<file path="config.mk">
export PLATFORM = sky130hd
export DESIGN_NAME = mips_multicycle_control_flat
export DESIGN_NICKNAME = d
export VERILOG_FILES = /design/src/rtl/mips_multicycle_control_pkg.sv /design/src/rtl/mips_multicycle_control_if.sv /design/src/rtl/mips_multicycle_control_alu_decoder.sv /design/src/rtl/mips_multicycle_control.sv /design/src/flat_wrapper.sv
export SDC_FILE = /design/constraint.sdc
export NUM_CORES = 1
export LEC_CHECK = 0
export ABC_AREA = 0
export CORE_AREA = 2 2 43 49
export CTS_CLUSTER_SIZE = 16
export DETAILED_ROUTE_END_ITERATION = 10
export DIE_AREA = 0 0 45 51
export GPL_TIMING_DRIVEN = 0
export PLACE_DENSITY = 0.76
export RECOVER_POWER = 100
export SLEW_MARGIN = 20
export SYNTH_ARGS = -nofsm -noshare
export SYNTH_HDL_FRONTEND = slang
export SYNTH_SLANG_ARGS = --single-unit
</file>
<file path="constraint.sdc">
create_clock -name clk -period 1.89 [get_ports clk]
set_clock_uncertainty 0.15 [all_clocks]
set_input_delay 0.189 -clock clk [delete_from_list [all_inputs] [get_ports clk]]
set_output_delay 0.189 -clock clk [all_outputs]
set_load 0.05 [all_outputs]
</file>
<file path="src/rtl/mips_multicycle_control_pkg.sv">
// Shared constants for the multicycle MIPS main control FSM.
// Holds the state encoding, opcode/funct codes and datapath select encodings.
// Combinational content only; no latency or backpressure of its own.
package mips_multicycle_control_pkg;

  typedef enum logic [3:0] {
    S_RESET    = 4'd0,
    S_FETCH    = 4'd1,
    S_DECODE   = 4'd2,
    S_MEMADR   = 4'd3,
    S_MEMRD    = 4'd4,
    S_MEMWB    = 4'd5,
    S_MEMWR    = 4'd6,
    S_EXEC     = 4'd7,
    S_ALUWB    = 4'd8,
    S_BRANCH   = 4'd9,
    S_ADDIEX   = 4'd10,
    S_ADDIWB   = 4'd11,
    S_INTFETCH = 4'd12
  } state_e;

  localparam logic [5:0] OP_RTYPE = 6'h00;
  localparam logic [5:0] OP_LW    = 6'h23;
  localparam logic [5:0] OP_SW    = 6'h2B;
  localparam logic [5:0] OP_BEQ   = 6'h04;
  localparam logic [5:0] OP_ADDI  = 6'h08;

  localparam logic [5:0] FUNCT_ADD = 6'h20;
  localparam logic [5:0] FUNCT_SUB = 6'h22;
  localparam logic [5:0] FUNCT_AND = 6'h24;
  localparam logic [5:0] FUNCT_OR  = 6'h25;

  localparam logic [1:0] ALU_ADD = 2'b00;
  localparam logic [1:0] ALU_SUB = 2'b01;
  localparam logic [1:0] ALU_AND = 2'b10;
  localparam logic [1:0] ALU_OR  = 2'b11;

  localparam logic [1:0] SRCB_REG     = 2'b00;
  localparam logic [1:0] SRCB_FOUR    = 2'b01;
  localparam logic [1:0] SRCB_IMM     = 2'b10;
  localparam logic [1:0] SRCB_IMM_SH2 = 2'b11;

endpackage

</file>
<file path="src/rtl/mips_multicycle_control_if.sv">
// Bundle between the control FSM and the datapath: instruction fields in, strobes out.
// Pure wiring, zero latency.
// No backpressure; every strobe is a single-cycle command.
interface mips_multicycle_control_if;
  logic [5:0] op;
  logic [5:0] funct;
  logic       irq;
  logic [1:0] aluControl;
  logic [1:0] aluSrcB;
  logic       ALUSrcA;
  logic       PCSource;
  logic       PCWrite;
  logic       isBranch;
  logic       lorD;
  logic       MemWrite;
  logic       IRWrite;
  logic       RegDst;
  logic       MemtoReg;
  logic       RegWrite;
  logic       isInterrupted;
  logic       irqAck;
  logic       illegalOp;

  // Control side: reads instruction fields, drives strobes.
  modport master (
    input  op, funct, irq,
    output aluControl, aluSrcB, ALUSrcA, PCSource, PCWrite, isBranch, lorD,
           MemWrite, IRWrite, RegDst, MemtoReg, RegWrite, isInterrupted,
           irqAck, illegalOp
  );

  // Datapath side: supplies instruction fields, consumes strobes.
  modport slave (
    output op, funct, irq,
    input  aluControl, aluSrcB, ALUSrcA, PCSource, PCWrite, isBranch, lorD,
           MemWrite, IRWrite, RegDst, MemtoReg, RegWrite, isInterrupted,
           irqAck, illegalOp
  );
endinterface

</file>
<file path="src/rtl/mips_multicycle_control_alu_decoder.sv">
// R-type funct field to ALU operation, with a flag for supported functs.
// Purely combinational, zero latency.
// No backpressure.
module alu_decoder
  import mips_multicycle_control_pkg::*;
(
  input  logic [5:0] funct_i,
  output logic [1:0] alu_ctrl_o,
  output logic       valid_o
);

  // Map the four supported functs; anything else reads as add and invalid.
  always_comb begin
    alu_ctrl_o = ALU_ADD;
    valid_o    = 1'b1;
    case (funct_i)
      FUNCT_ADD: alu_ctrl_o = ALU_ADD;
      FUNCT_SUB: alu_ctrl_o = ALU_SUB;
      FUNCT_AND: alu_ctrl_o = ALU_AND;
      FUNCT_OR:  alu_ctrl_o = ALU_OR;
      default:   valid_o    = 1'b0;
    endcase
  end

endmodule

</file>
<file path="src/rtl/mips_multicycle_control.sv">
// Moore main-control FSM for the multicycle MIPS core; optional IRQ fetch redirect via CONTROL_INTERRUPT_EN.
// One state per clock: lw 5, sw/R-type/addi 4, beq 3, illegal 2 cycles.
// No backpressure; memory is single-cycle and strobes are one-cycle pulses.
module mips_multicycle_control
  import mips_multicycle_control_pkg::*;
(
  input  logic                          clk,
  input  logic                          rst_n,
  mips_multicycle_control_if.master     bus
);

  state_e     state_q, state_d;
  logic       illegal_q, illegal_d;
  logic       is_sw_q, is_sw_d;
  logic [1:0] dec_alu;
  logic       dec_valid;
  logic       int_taken;

  alu_decoder u_alu_decoder (
    .funct_i   (bus.funct),
    .alu_ctrl_o(dec_alu),
    .valid_o   (dec_valid)
  );

`ifdef CONTROL_INTERRUPT_EN
  logic irq_q;
  logic pending_q, pending_d;

  // A fresh irq edge sets the flag; leaving INTFETCH consumes it.
  always_comb begin
    pending_d = (pending_q && (state_q != S_INTFETCH)) || (bus.irq && !irq_q);
  end

  // Edge-detect register and pending flag.
  always_ff @(posedge clk) begin
    if (!rst_n) begin
      irq_q     <= 1'b0;
      pending_q <= 1'b0;
    end else begin
      irq_q     <= bus.irq;
      pending_q <= pending_d;
    end
  end

  assign int_taken = pending_q;
`else
  assign int_taken = 1'b0;
`endif

  // Next-state logic; lw/sw choice is captured in DECODE so MEMADR need not look at op.
  always_comb begin
    state_d   = state_q;
    illegal_d = 1'b0;
    is_sw_d   = is_sw_q;
    case (state_q)
      S_RESET:              state_d = S_FETCH;
      S_FETCH, S_INTFETCH:  state_d = S_DECODE;
      S_DECODE: begin
        case (bus.op)
          OP_LW:   begin state_d = S_MEMADR; is_sw_d = 1'b0; end
          OP_SW:   begin state_d = S_MEMADR; is_sw_d = 1'b1; end
          OP_BEQ:  state_d = S_BRANCH;
          OP_ADDI: state_d = S_ADDIEX;
          OP_RTYPE: begin
            if (dec_valid) begin
              state_d = S_EXEC;
            end else begin
              state_d   = S_FETCH;
              illegal_d = 1'b1;
            end
          end
          default: begin
            state_d   = S_FETCH;
            illegal_d = 1'b1;
          end
        endcase
      end
      S_MEMADR: state_d = is_sw_q ? S_MEMWR : S_MEMRD;
      S_MEMRD:  state_d = S_MEMWB;
      S_EXEC:   state_d = S_ALUWB;
      S_ADDIEX: state_d = S_ADDIWB;
      S_MEMWB, S_MEMWR, S_ALUWB, S_BRANCH, S_ADDIWB: state_d = S_FETCH;
      default:  state_d = S_RESET;
    endcase
    // Interrupts only redirect instruction boundaries, never mid-instruction.
    if (state_d == S_FETCH && int_taken) begin
      state_d = S_INTFETCH;
    end
  end

  // State and flag registers with synchronous reset.
  always_ff @(posedge clk) begin
    if (!rst_n) begin
      state_q   <= S_RESET;
      illegal_q <= 1'b0;
      is_sw_q   <= 1'b0;
    end else begin
      state_q   <= state_d;
      illegal_q <= illegal_d;
      is_sw_q   <= is_sw_d;
    end
  end

  // Moore output decode; everything defaults low.
  always_comb begin
    bus.aluControl    = ALU_ADD;
    bus.aluSrcB       = SRCB_REG;
    bus.ALUSrcA       = 1'b0;
    bus.PCSource      = 1'b0;
    bus.PCWrite       = 1'b0;
    bus.isBranch      = 1'b0;
    bus.lorD          = 1'b0;
    bus.MemWrite      = 1'b0;
    bus.IRWrite       = 1'b0;
    bus.RegDst        = 1'b0;
    bus.MemtoReg      = 1'b0;
    bus.RegWrite      = 1'b0;
    bus.isInterrupted = 1'b0;
    bus.irqAck        = 1'b0;
    bus.illegalOp     = illegal_q;
    case (state_q)
      S_FETCH, S_INTFETCH: begin
        bus.IRWrite = 1'b1;
        bus.aluSrcB = SRCB_FOUR;
        bus.PCWrite = 1'b1;
        if (state_q == S_INTFETCH) begin
          bus.isInterrupted = 1'b1;
          bus.irqAck        = 1'b1;
        end
      end
      S_DECODE: bus.aluSrcB = SRCB_IMM_SH2;
      S_MEMADR, S_ADDIEX: begin
        bus.ALUSrcA = 1'b1;
        bus.aluSrcB = SRCB_IMM;
      end
      S_MEMRD: bus.lorD = 1'b1;
      S_MEMWB: begin
        bus.MemtoReg = 1'b1;
        bus.RegWrite = 1'b1;
      end
      S_MEMWR: begin
        bus.lorD     = 1'b1;
        bus.MemWrite = 1'b1;
      end
      S_EXEC: begin
        bus.ALUSrcA    = 1'b1;
        bus.aluControl = dec_alu;
      end
      S_ALUWB: begin
        bus.RegDst   = 1'b1;
        bus.RegWrite = 1'b1;
      end
      S_BRANCH: begin
        bus.ALUSrcA    = 1'b1;
        bus.aluControl = ALU_SUB;
        bus.PCSource   = 1'b1;
        bus.isBranch   = 1'b1;
      end
      S_ADDIWB: bus.RegWrite = 1'b1;
      default: ;
    endcase
  end

endmodule

</file>
<file path="src/flat_wrapper.sv">
// flat-port wrapper written by rule: the top's interface ports become plain ports
module mips_multicycle_control_flat import mips_multicycle_control_pkg::*;
  (clk, rst_n, bus_op, bus_funct, bus_irq, bus_aluControl, bus_aluSrcB, bus_ALUSrcA, bus_PCSource, bus_PCWrite, bus_isBranch, bus_lorD, bus_MemWrite, bus_IRWrite, bus_RegDst, bus_MemtoReg, bus_RegWrite, bus_isInterrupted, bus_irqAck, bus_illegalOp);
  mips_multicycle_control_if bus_i ();
  input  logic clk;
  input  logic rst_n;
  input wire logic [$bits(bus_i.op)-1:0] bus_op;
  input wire logic [$bits(bus_i.funct)-1:0] bus_funct;
  input wire logic [$bits(bus_i.irq)-1:0] bus_irq;
  output wire logic [$bits(bus_i.aluControl)-1:0] bus_aluControl;
  output wire logic [$bits(bus_i.aluSrcB)-1:0] bus_aluSrcB;
  output wire logic [$bits(bus_i.ALUSrcA)-1:0] bus_ALUSrcA;
  output wire logic [$bits(bus_i.PCSource)-1:0] bus_PCSource;
  output wire logic [$bits(bus_i.PCWrite)-1:0] bus_PCWrite;
  output wire logic [$bits(bus_i.isBranch)-1:0] bus_isBranch;
  output wire logic [$bits(bus_i.lorD)-1:0] bus_lorD;
  output wire logic [$bits(bus_i.MemWrite)-1:0] bus_MemWrite;
  output wire logic [$bits(bus_i.IRWrite)-1:0] bus_IRWrite;
  output wire logic [$bits(bus_i.RegDst)-1:0] bus_RegDst;
  output wire logic [$bits(bus_i.MemtoReg)-1:0] bus_MemtoReg;
  output wire logic [$bits(bus_i.RegWrite)-1:0] bus_RegWrite;
  output wire logic [$bits(bus_i.isInterrupted)-1:0] bus_isInterrupted;
  output wire logic [$bits(bus_i.irqAck)-1:0] bus_irqAck;
  output wire logic [$bits(bus_i.illegalOp)-1:0] bus_illegalOp;
  assign bus_i.op = bus_op;
  assign bus_i.funct = bus_funct;
  assign bus_i.irq = bus_irq;
  assign bus_aluControl = bus_i.aluControl;
  assign bus_aluSrcB = bus_i.aluSrcB;
  assign bus_ALUSrcA = bus_i.ALUSrcA;
  assign bus_PCSource = bus_i.PCSource;
  assign bus_PCWrite = bus_i.PCWrite;
  assign bus_isBranch = bus_i.isBranch;
  assign bus_lorD = bus_i.lorD;
  assign bus_MemWrite = bus_i.MemWrite;
  assign bus_IRWrite = bus_i.IRWrite;
  assign bus_RegDst = bus_i.RegDst;
  assign bus_MemtoReg = bus_i.MemtoReg;
  assign bus_RegWrite = bus_i.RegWrite;
  assign bus_isInterrupted = bus_i.isInterrupted;
  assign bus_irqAck = bus_i.irqAck;
  assign bus_illegalOp = bus_i.illegalOp;
  mips_multicycle_control u_core (.clk(clk), .rst_n(rst_n), .bus(bus_i));
endmodule
</file>
==> results of run 1 <==
[repair_timing]
action,in CTS,in global routing
hold buffers,0,0
resized for setup,87,19
setup endpoints to repair,16,10
pin swaps,3,1
[layer usage]
metal | vias up | part of all wire | GRT usage
met4 | 0 | 0.0071 | 0.0147
li1 | 376 | - | -
met1 | 361 | 0.38 | 0.162
met2 | 38 | 0.55 | 0.257
met5 | - | 0 | 0
met3 | 4 | 0.064 | 0.0318
[cells in the final DEF (no fill, tap or decap), drive strengths merged, types with 2 or more instances in the layout]
cell type / count
dfxtp: 6
clkbuf: 12
clkdlybuf4s50: 7
nor2: 13
clkdlybuf4s15: 5
nor3: 3
nor2b: 3
nand2b: 9
a211oi: 2
nand3b: 2
nor4: 2
or4: 2
buf: 10
a21oi: 7
or3b: 2
inv: 2
nand2: 3
dlygate4sd2: 6
o21ai: 6
[logic make-up (layout without fill, tap and decap cells)]
kind of cell	after synthesis	after routing
buffers and inverters	10	43
flip-flops	6	6
AND/OR/NAND/NOR	45	45
multiplexers	1	1
AO/OA/AOI/OAI	22	22
XOR/XNOR	2	2
[final cells by class]
class | count | area, um^2 | share of cell area
multi-input combinational | 70 | 502 | 0.507
timing repair buffer | 30 | 256 | 0.259
clock buffer | 3 | 22.5 | 0.0228
sequential | 6 | 123 | 0.124
buffer | 8 | 55.1 | 0.0556
tap | 19 | 23.8 | 0.0240
inverter | 2 | 7.51 | 0.00759
[critical path: cells and delay by family (launching register included)]
family / cells / cell delay [ps]
flip-flops: 1 / 400
AO/OA/AOI/OAI: 1 / 150
AND/OR/NAND/NOR: 2 / 1070
[metrics by stage]
step                power, W  hold WS [ps]  area [um^2]
global route        0.000440           386          990
detailed placement  0.000303           341          950
finish              0.000414           355          990
global placement    0.000300           339          950
CTS                 0.000411           360          965
floorplan           0.000238           200          626
[power breakdown]
group / switching (W) / leakage (nW) / internal (W)
combinational: 0.0000969 / 0.332 / 0.0000661
sequential: 0.00000679 / 0.0496 / 0.000132
clock: 0.0000402 / 0.0138 / 0.0000714
total: 0.000144 / 0.395 / 0.000270
[state kept, by name, indices dropped and copies added (netlist names)]
signal                count
u_core.bus.illegalOp      1
u_core.is_sw_q            1
u_core.state_q            4
[synth_stat cells (2+ instances only)]
master and instances:
or3b_2 2, or4_1 2, nor2_1 13, nand3b_1 2, inv_1 2, nor2b_1 3, nand2_1 3, buf_4 3
nand2b_1 9, o21ai_0 6, nor3_1 3, clkbuf_1 3, a211oi_1 2, a21oi_1 7, dfxtp_1 6, nor4_1 2
[worst paths after layout]
check,slack (ps),cells past startpoint,start,endpoint
setup / recovery,50,3,u_core.state_q[1],u_core.state_q[3]
hold / removal,360,2,u_core.is_sw_q,u_core.is_sw_q
hold reg to reg,360,2,u_core.is_sw_q,u_core.is_sw_q
setup reg to reg,50,3,u_core.state_q[1],u_core.state_q[3]
==> results.yml, run 1 <==
global_route:
  grt_pass1_vias: 627
  grt_max_degree: 11
  grt_first_pass_wirelength_mm: 2.48
  antenna_found_initial: 0
  grt_usage: 0.139
  globalRouteOverflowTotal: 0
drt:
  remaining_drc_errors: 0
  dr.pass1.iters: 4
  routed_via_density: 5.64
  routed-via-count: 779
  ant_nets: 0
  routed_wl_mm: 1.70
  wl_per_cell_um: 12.3
  drtIter0Drc: 16
floorplan:
  rows: 17
  num_io_pins: 32
  start_util: 0.320
  die_y_um: 51
  die_area_mm2: 0.00230
  die_w_um: 45
  core_mm2: 0.00187
run:
  cap_violations: 0
synthesis:
  yosysUniqueCellTypes: 34
  synth-seq-cells: 6
  synthTopCellsByArea: "dfxtp_1 (20%), nand2b_1 (9.4%), nor2_1 (8.1%)"
  synthSimpleGateAreaFrac: 0.430
  syn-instance-count: 86
  synth_top_area_frac: 0.200
  ys_seq_area_frac: 0.200
  synth_edf_count: 0
  synth_nets: 101
  async_reset_ff_frac: 0
  synth_compound_area_frac: 0.240
  yosysTopAreaCell: "dfxtp_1"
  synthAdderAreaFrac: 0
  ys.flop_type: "dfxtp_1"
  syn-cell-area_um2: 599
  synth_xor_xnor_area_share: 0.0292
  yosys_warnings: 0
  synth_top_family_by_area: "simple AND/OR/NAND/NOR gates"
  syn_avg_cell_area_um2: 6.97
  synth_mux_area_frac: 0.0167
final_layout:
  fin_cells: 138
  fin_util: 0.529
  nets: 136
  fillers: 181
  area_delta_synth_final_pct: 65.1
  drive_gt1_frac: 0.412
  n_antenna_cell: 0
timing:
  fmax_ghz: 0.544
  min_period_over_period: 0.973
  slew_headroom: 0.669
  hold_viol: 0
  tns_ps: 0
  min_period_ps: 1840
  tightest_slew_ps: 494
  slew_viol_final: 0
  worst_slack_ps: 51.3
  setup_viol: 0
clock_tree:
  clock_sinks: 6
  cts-root-buf: "clkbuf_4"
  cts_buffers: 3
  cts_setup_buffers: 0
  htree_levels: 1
  clock_latency_ps: 230
  cts_tree: "built"
  cts_buffer_depth: 2
  cts.reportedPaths.clkPinSlew_ps: 40
placement:
  dp_slack_ps: -887
  routabilityCongestion: 0.766
  dp_hpwl_mm: 1.28
  placed_cells: 135
  io_buffer_count: 30
critical_path:
  crit_type: "reg2reg"
  max_stage_delay_ps: 540
  critPathArrivalTime_ps: 1860
  cp.required_ps: 1910
  crit_path_start_kind: "register"
  end_kind: "register"
  path_cells: "or4b_4, or4_1, a21oi_1"
  critical_path.max_fanout: 6
  critical-path-slowest-cell: "or4b_4"
power_and_ir_drop:
  irDropWorstVdd_uv: 457
  p_per_area_mw_per_mm2: 418
  p_leak_nw: 0.395
run_status:
  status: "finished clean"
min_path:
  hp-class: "reg2reg"
No activity file was read; power rests on OpenSTA's default activity.
==> run 2: changes to the inputs <==
--- a/config.mk
+++ b/config.mk
@@ -6,10 +6,10 @@
 export NUM_CORES = 1
 export LEC_CHECK = 0
 export ABC_AREA = 0
-export CORE_AREA = 2 2 43 49
+export CORE_AREA = 2 2 45 47
 export CTS_CLUSTER_SIZE = 16
 export DETAILED_ROUTE_END_ITERATION = 10
-export DIE_AREA = 0 0 45 51
+export DIE_AREA = 0 0 47 49
 export GPL_TIMING_DRIVEN = 0
 export PLACE_DENSITY = 0.76
 export RECOVER_POWER = 100
==> run 2 against run 1 <==
Power is 0.71% higher. Via count down 3.7%. Die area up 0.35%. Wire length decreased by 4.3%. Register-to-register slack about the same. Flip-flop and latch count is the same. Critical path type is now reg2out. Largest cell class unchanged. Largest power group unchanged. Highest routed layer unchanged.
==> results.yml, run 2 (synthesis gave the netlist of run 1 again) <==
clock_tree:
  cts_setup_buffers: 0
  htree_levels: 1
  cts_buffers: 3
  clock_latency_ps: 240
  cts-root-buf: "clkbuf_4"
  cts_buffer_depth: 2
  cts_hold_buf: 0
  clock_sinks: 6
  cts_tree: "built"
  cts.reportedPaths.clkPinSlew_ps: 50
placement:
  place_area_um2: 960
  io_buffer_count: 30
  routabilityCongestion: 0.759
  dp_hpwl_mm: 1.24
final_layout:
  drive_gt1_frac: 0.387
  fillers: 192
  fin_area_um2: 981
  final_common_cell: "nor2_1"
  layout_common_cells: "nor2_1 (11), nand2b_1 (7), a21oi_1 (7), buf_4 (7), clkdlybuf4s50_1 (7)"
  top_register: "u_core.state_q"
  n_antenna_cell: 0
  area_delta_synth_final_pct: 63.7
  largest_reg_flops: 4
  nets: 136
floorplan:
  core_mm2: 0.00184
  start_util: 0.325
  die_area_mm2: 0.00230
  die_w_um: 47
  num_io_pins: 32
  rows: 16
  die_y_um: 49
timing:
  min_period_ps: 1860
  holdWs_ps: 356
  rsz0062_at_grt: "yes"
  setup_viol: 0
  fmax_ghz: 0.538
  slew_headroom: 0.669
  min_period_over_period: 0.984
  tightest_slew_ps: 495
  hold_viol: 0
  slew_viol_final: 0
critical_path:
  critPathArrivalTime_ps: 1520
  critical-path-slowest-cell: "dfxtp_1"
  critical_path.max_fanout: 10
  reg2reg_slack_ps: 60
  r2r_start: "u_core.state_q[2]"
  crit_path_start_kind: "register"
  path_cells: "clkbuf_4, nor2b_2, a22oi_2, nor2_2, nand2b_2, buf_4"
  end_kind: "output port"
  crit_type: "reg2out"
  rr_endpoint: "u_core.state_q[3]"
  max_stage_delay_ps: 310
  rr_worst_depth: 3
  cp.required_ps: 1550
min_path:
  hp-class: "reg2reg"
  min_from: "u_core.is_sw_q"
  hold_path_depth: 2
  hold_end: "u_core.is_sw_q"
power_and_ir_drop:
  irDropWorstVdd_uv: 227
  p_per_area_mw_per_mm2: 425
  p_leak_nw: 0.397
drt:
  remaining_drc_errors: 0
  dr.pass1.iters: 4
  ant_nets: 0
  routed-via-count: 750
  routed_via_density: 5.14
  routed_wl_mm: 1.62
  drtIter0Drc: 12
  wl_per_cell_um: 11.1
run_status:
  status: "finished clean"
run:
  cap_violations: 0
global_route:
  antenna_found_initial: 0
  grt_max_degree: 11
  globalRouteOverflowTotal: 0
  grt_usage: 0.143
  grt_pass1_vias: 630
  grt_first_pass_wirelength_mm: 2.49
[run 2: power breakdown]
part / internal (W) / switching [W] / leakage [nW]
clock: 0.0000719 / 0.0000471 / 0.0138
sequential: 0.000132 / 0.00000566 / 0.0489
combinational: 0.0000653 / 0.0000950 / 0.334
[run 2: repair_timing]
item | in CTS | in global routing
endpoints found under the setup margin | 16 | 12
gates resized for setup | 82 | 17
pin swaps | 3 | 1
[run 2: routing by layer]
metal	wire, um	part of all wire	vias up	global-route usage
li1	-	-	376	-
met5	0	0	-	0
met2	814	0.50	26	0.226
met4	12	0.0074	0	0.0556
met1	711	0.44	346	0.188
met3	83	0.051	2	0.0222
[run 2: worst max path at each step]
stage	slack, ps	cells past startpoint	from	endpoint
4_1_cts	3	6	u_core.state_q[3]	bus_aluControl[0]
3_3_place_gp	-860	6	bus_funct[5]	bus_aluControl[0]
6_report	30	6	u_core.state_q[3]	bus_aluSrcB[0]
3_5_place_dp	-860	6	bus_funct[5]	bus_aluControl[0]
5_1_grt	-50	6	u_core.state_q[3]	bus_aluSrcB[0]
2_1_floorplan	-170	5	u_core.state_q[3]	bus_aluSrcB[0]
[run 2: stage by stage]
step / power [W] / worst slack (ps) / std cells / util / setup TNS (ps)
finish: 0.000417 / 30.6 / 146 / 0.533 / 0
global route: 0.000437 / -47.4 / 146 / 0.533 / -138
CTS: 0.000415 / 3.01 / 146 / 0.533 / 0
detailed placement: 0.000302 / -862 / 143 / 0.521 / -6350
global placement: 0.000300 / -859 / 143 / 0.521 / -5780
floorplan: 0.000238 / -170 / 86 / - / -567
[run 2: area by class of cell]
cell class                 instances  area, um^2  share of cell area
multi-input combinational         70         485               0.495
sequential                         6         120               0.122
clock buffer                       3        22.5              0.0230
timing repair buffer              30         256               0.261
inverter                           2        7.51             0.00765
buffer                             8        55.1              0.0561
tap                               27        33.8              0.0344
[run 2: worst max-delay path: cells and delay by family, from the launching register on]
family                 cells  cell delay [ps]
AO/OA/AOI/OAI              1              200
buffers and inverters      2              360
flip-flops                 1              310
AND/OR/NAND/NOR            3              410
==> run 3: changes to the inputs <==
--- a/config.mk
+++ b/config.mk
@@ -10,6 +10,7 @@
 export CTS_CLUSTER_SIZE = 16
 export DETAILED_ROUTE_END_ITERATION = 10
 export DIE_AREA = 0 0 47 49
+export GPL_ROUTABILITY_DRIVEN = 0
 export GPL_TIMING_DRIVEN = 0
 export PLACE_DENSITY = 0.76
 export RECOVER_POWER = 100
==> results of run 3 <==
Same layout as run 2: the final DEF is identical, and so are final timing and power.
==> edit: new RTL, config.mk and constraints of run 2 <==
Add a define of `CONTROL_INTERRUPT_EN`.
--- a/src/rtl/mips_multicycle_control.sv
+++ b/src/rtl/mips_multicycle_control.sv
@@ -1,6 +1,8 @@
 // Moore main-control FSM for the multicycle MIPS core; optional IRQ fetch redirect via CONTROL_INTERRUPT_EN.
 // One state per clock: lw 5, sw/R-type/addi 4, beq 3, illegal 2 cycles.
 // No backpressure; memory is single-cycle and strobes are one-cycle pulses.
+`define CONTROL_INTERRUPT_EN
+
 module mips_multicycle_control
   import mips_multicycle_control_pkg::*;
 (
Formal check against the unedited RTL: not equivalent (a bounded check fails within 4 cycles, from zero or initial values and one cycle with rst_n low).
==> edit against run 2 <==
- fmax increased by 0.65%
- setup slack improved by 12 ps
- synthesized area increased by 14%
- sequential cell count increased by 2
- design area increased by 14%
- first-iteration DRC count increased by 17%
- global-route usage increased by 4.4 points
- routed wire length increased by 22%
- die area unchanged
- core utilization increased by 7.7 points
Power is not compared: it rests on default switching activity, and its combinational part moved more than twofold at a synthesized area within 25%.
==> edit: results (changes against run 2) <==
Routed vias: 827 (+10%)
HP Class: in -> reg
Global-route wire length before repair: 3.215 mm (+29%)
Final estimated routing congestion in global placement: 0.7819 (+3.0%)
Crit Path Max Fanout: 6 (-4)
Arrival time of the worst setup path: 1840 ps (+320 ps)
Share of cells above drive strength 1: 39.23% (+0.58 points)
R2r setup slk: 40 ps (-20 ps)
Initial antenna violation count: 0 (unchanged)
Final #Nets: 147 (+8.1%)
Max stage delay on crit path: 580 ps (+270 ps)
DR WL/cell: 12.64 um (+14%)
Filler cell count: 198 (+3.1%)
Die area: 0.002303 mm^2 (unchanged)
R2r startpoint: u_core.state_q[0]
Slew headroom: 67.57% (+0.69 points)
Yosys cell types: 37 (+8.8%)
IO buf count: 31 (+3.3%)
1st-pass router iterations: 4 (unchanged)
Pre-CTS setup slack: -622.1 ps (+239.9 ps)
Postcts setup bufs: 0 (unchanged)
Outcome: finished, final reports clean
Most flop-heavy register: u_core.state_q
N_diodes: 0 (unchanged)
WHS: 353.9 ps (-1.719 ps)
Fin area: 0.001122 mm^2 (+14%)
CTS resizes: 80 (-2.4%)
Routed vias/inst: 5.268 (+2.5%)
Sequential area share after synthesis: 23.53% (+3.5 points)
Setup crit start kind: register
H-tree depth: 1 (unchanged)
Max stage delay cell, worst path: or4b_4
Root Buffer Master: clkbuf_4
Top cells by area, synth: dfxtp_1 24%, nor2_1 8.3%, nand2b_1 4.6%
Synth cell count leaders: 15 x nor2_1, 8 x dfxtp_1, 7 x inv_1
Hold EP: u_core.irq_q
P_leak: 0.0004612 uW
Clock latency at the later pin of the worst-skew pair: 250 ps
HP Start: bus_irq
Placed standard-cell area: 0.001047 mm^2 (+9.1%)
YS warnings: 0 (unchanged)
Hold Path Stages: 3 (+1)
Num CTS Buffers: 3 (unchanged)
GRT Total Usage: 18.70% (+4.4 points)
Worst-case reg-to-reg path depth: 5 (+2)
Syn_nets: 110 (+8.9%)
Ys async rst share: 0% (unchanged)
DR iter-0 viols: 14 (+2)
Max reg flops: 4 (unchanged)
Vias in the first global route: 798 (+27%)
DP Wirelength: 1.504 mm (+21%)
Avg Cell Area, Syn: 7.165 um^2 (+2.8%)
[edit: cell count changes after synthesis, sizes merged, moves of 3 or more]
cell,change
inv,+5
nand2b,-4
nor3,+4
o21ai,-3
[edit: worst max path at each step]
| stage | to | slack, ps | cells after the start |
|---|---|---|---|
| floorplan | bus_PCWrite | 20 | 5 |
| global placement | bus_aluControl[0] | -590 | 6 |
| CTS | bus_aluControl[1] | -80 | 5 |
| finish | u_core.state_q[3] | 40 | 5 |
| global route | u_core.state_q[3] | -40 | 5 |
| detailed placement | bus_aluControl[0] | -620 | 6 |
[edit: cell families (layout without fill, tap and decap cells)]
group | after synthesis | in the layout | share of synthesized area, %
multiplexers | 1 | 1 | 1.471
AO/OA/AOI/OAI | 21 | 21 | 22.06
AND/OR/NAND/NOR | 50 | 50 | 42.09
XOR/XNOR | 1 | 1 | 1.287
buffers and inverters | 14 | 49 | 9.558
flip-flops | 8 | 8 | 23.53
[edit: final cells by class]
cell class                 instances  area (um^2)  area share, %
buffer                             7        53.80          4.794
clock buffer                       3        22.52          2.007
inverter                           7        26.28          2.341
multi-input combinational         73        528.0          47.05
sequential                         8        163.9          14.60
tap                               27        33.78          3.010
timing repair buffer              32        294.0          26.20
[edit: layer usage]
metal / part of all wire (%) / vias to the layer above / GRT usage [%]
met5: 0 / - / 0
met4: 0.35 / 0 / 10.65
met3: 6.1 / 2 / 1.481
met2: 50 / 29 / 32.42
met1: 43 / 388 / 21.04
li1: - / 408 / -
[edit: worst min-delay path, delay by kind of cell]
kind / cells / cell delay, ps
buf+inv: 2 / 470
simple gates: 1 / 40
[edit: power by group]
group	switching [uW]	leakage, uW	internal, uW
Combinational	303	0.000381	184
Clock	49.8	0.0000138	72.1
Sequential	21.8	0.0000668	190
Total	374	0.000461	447
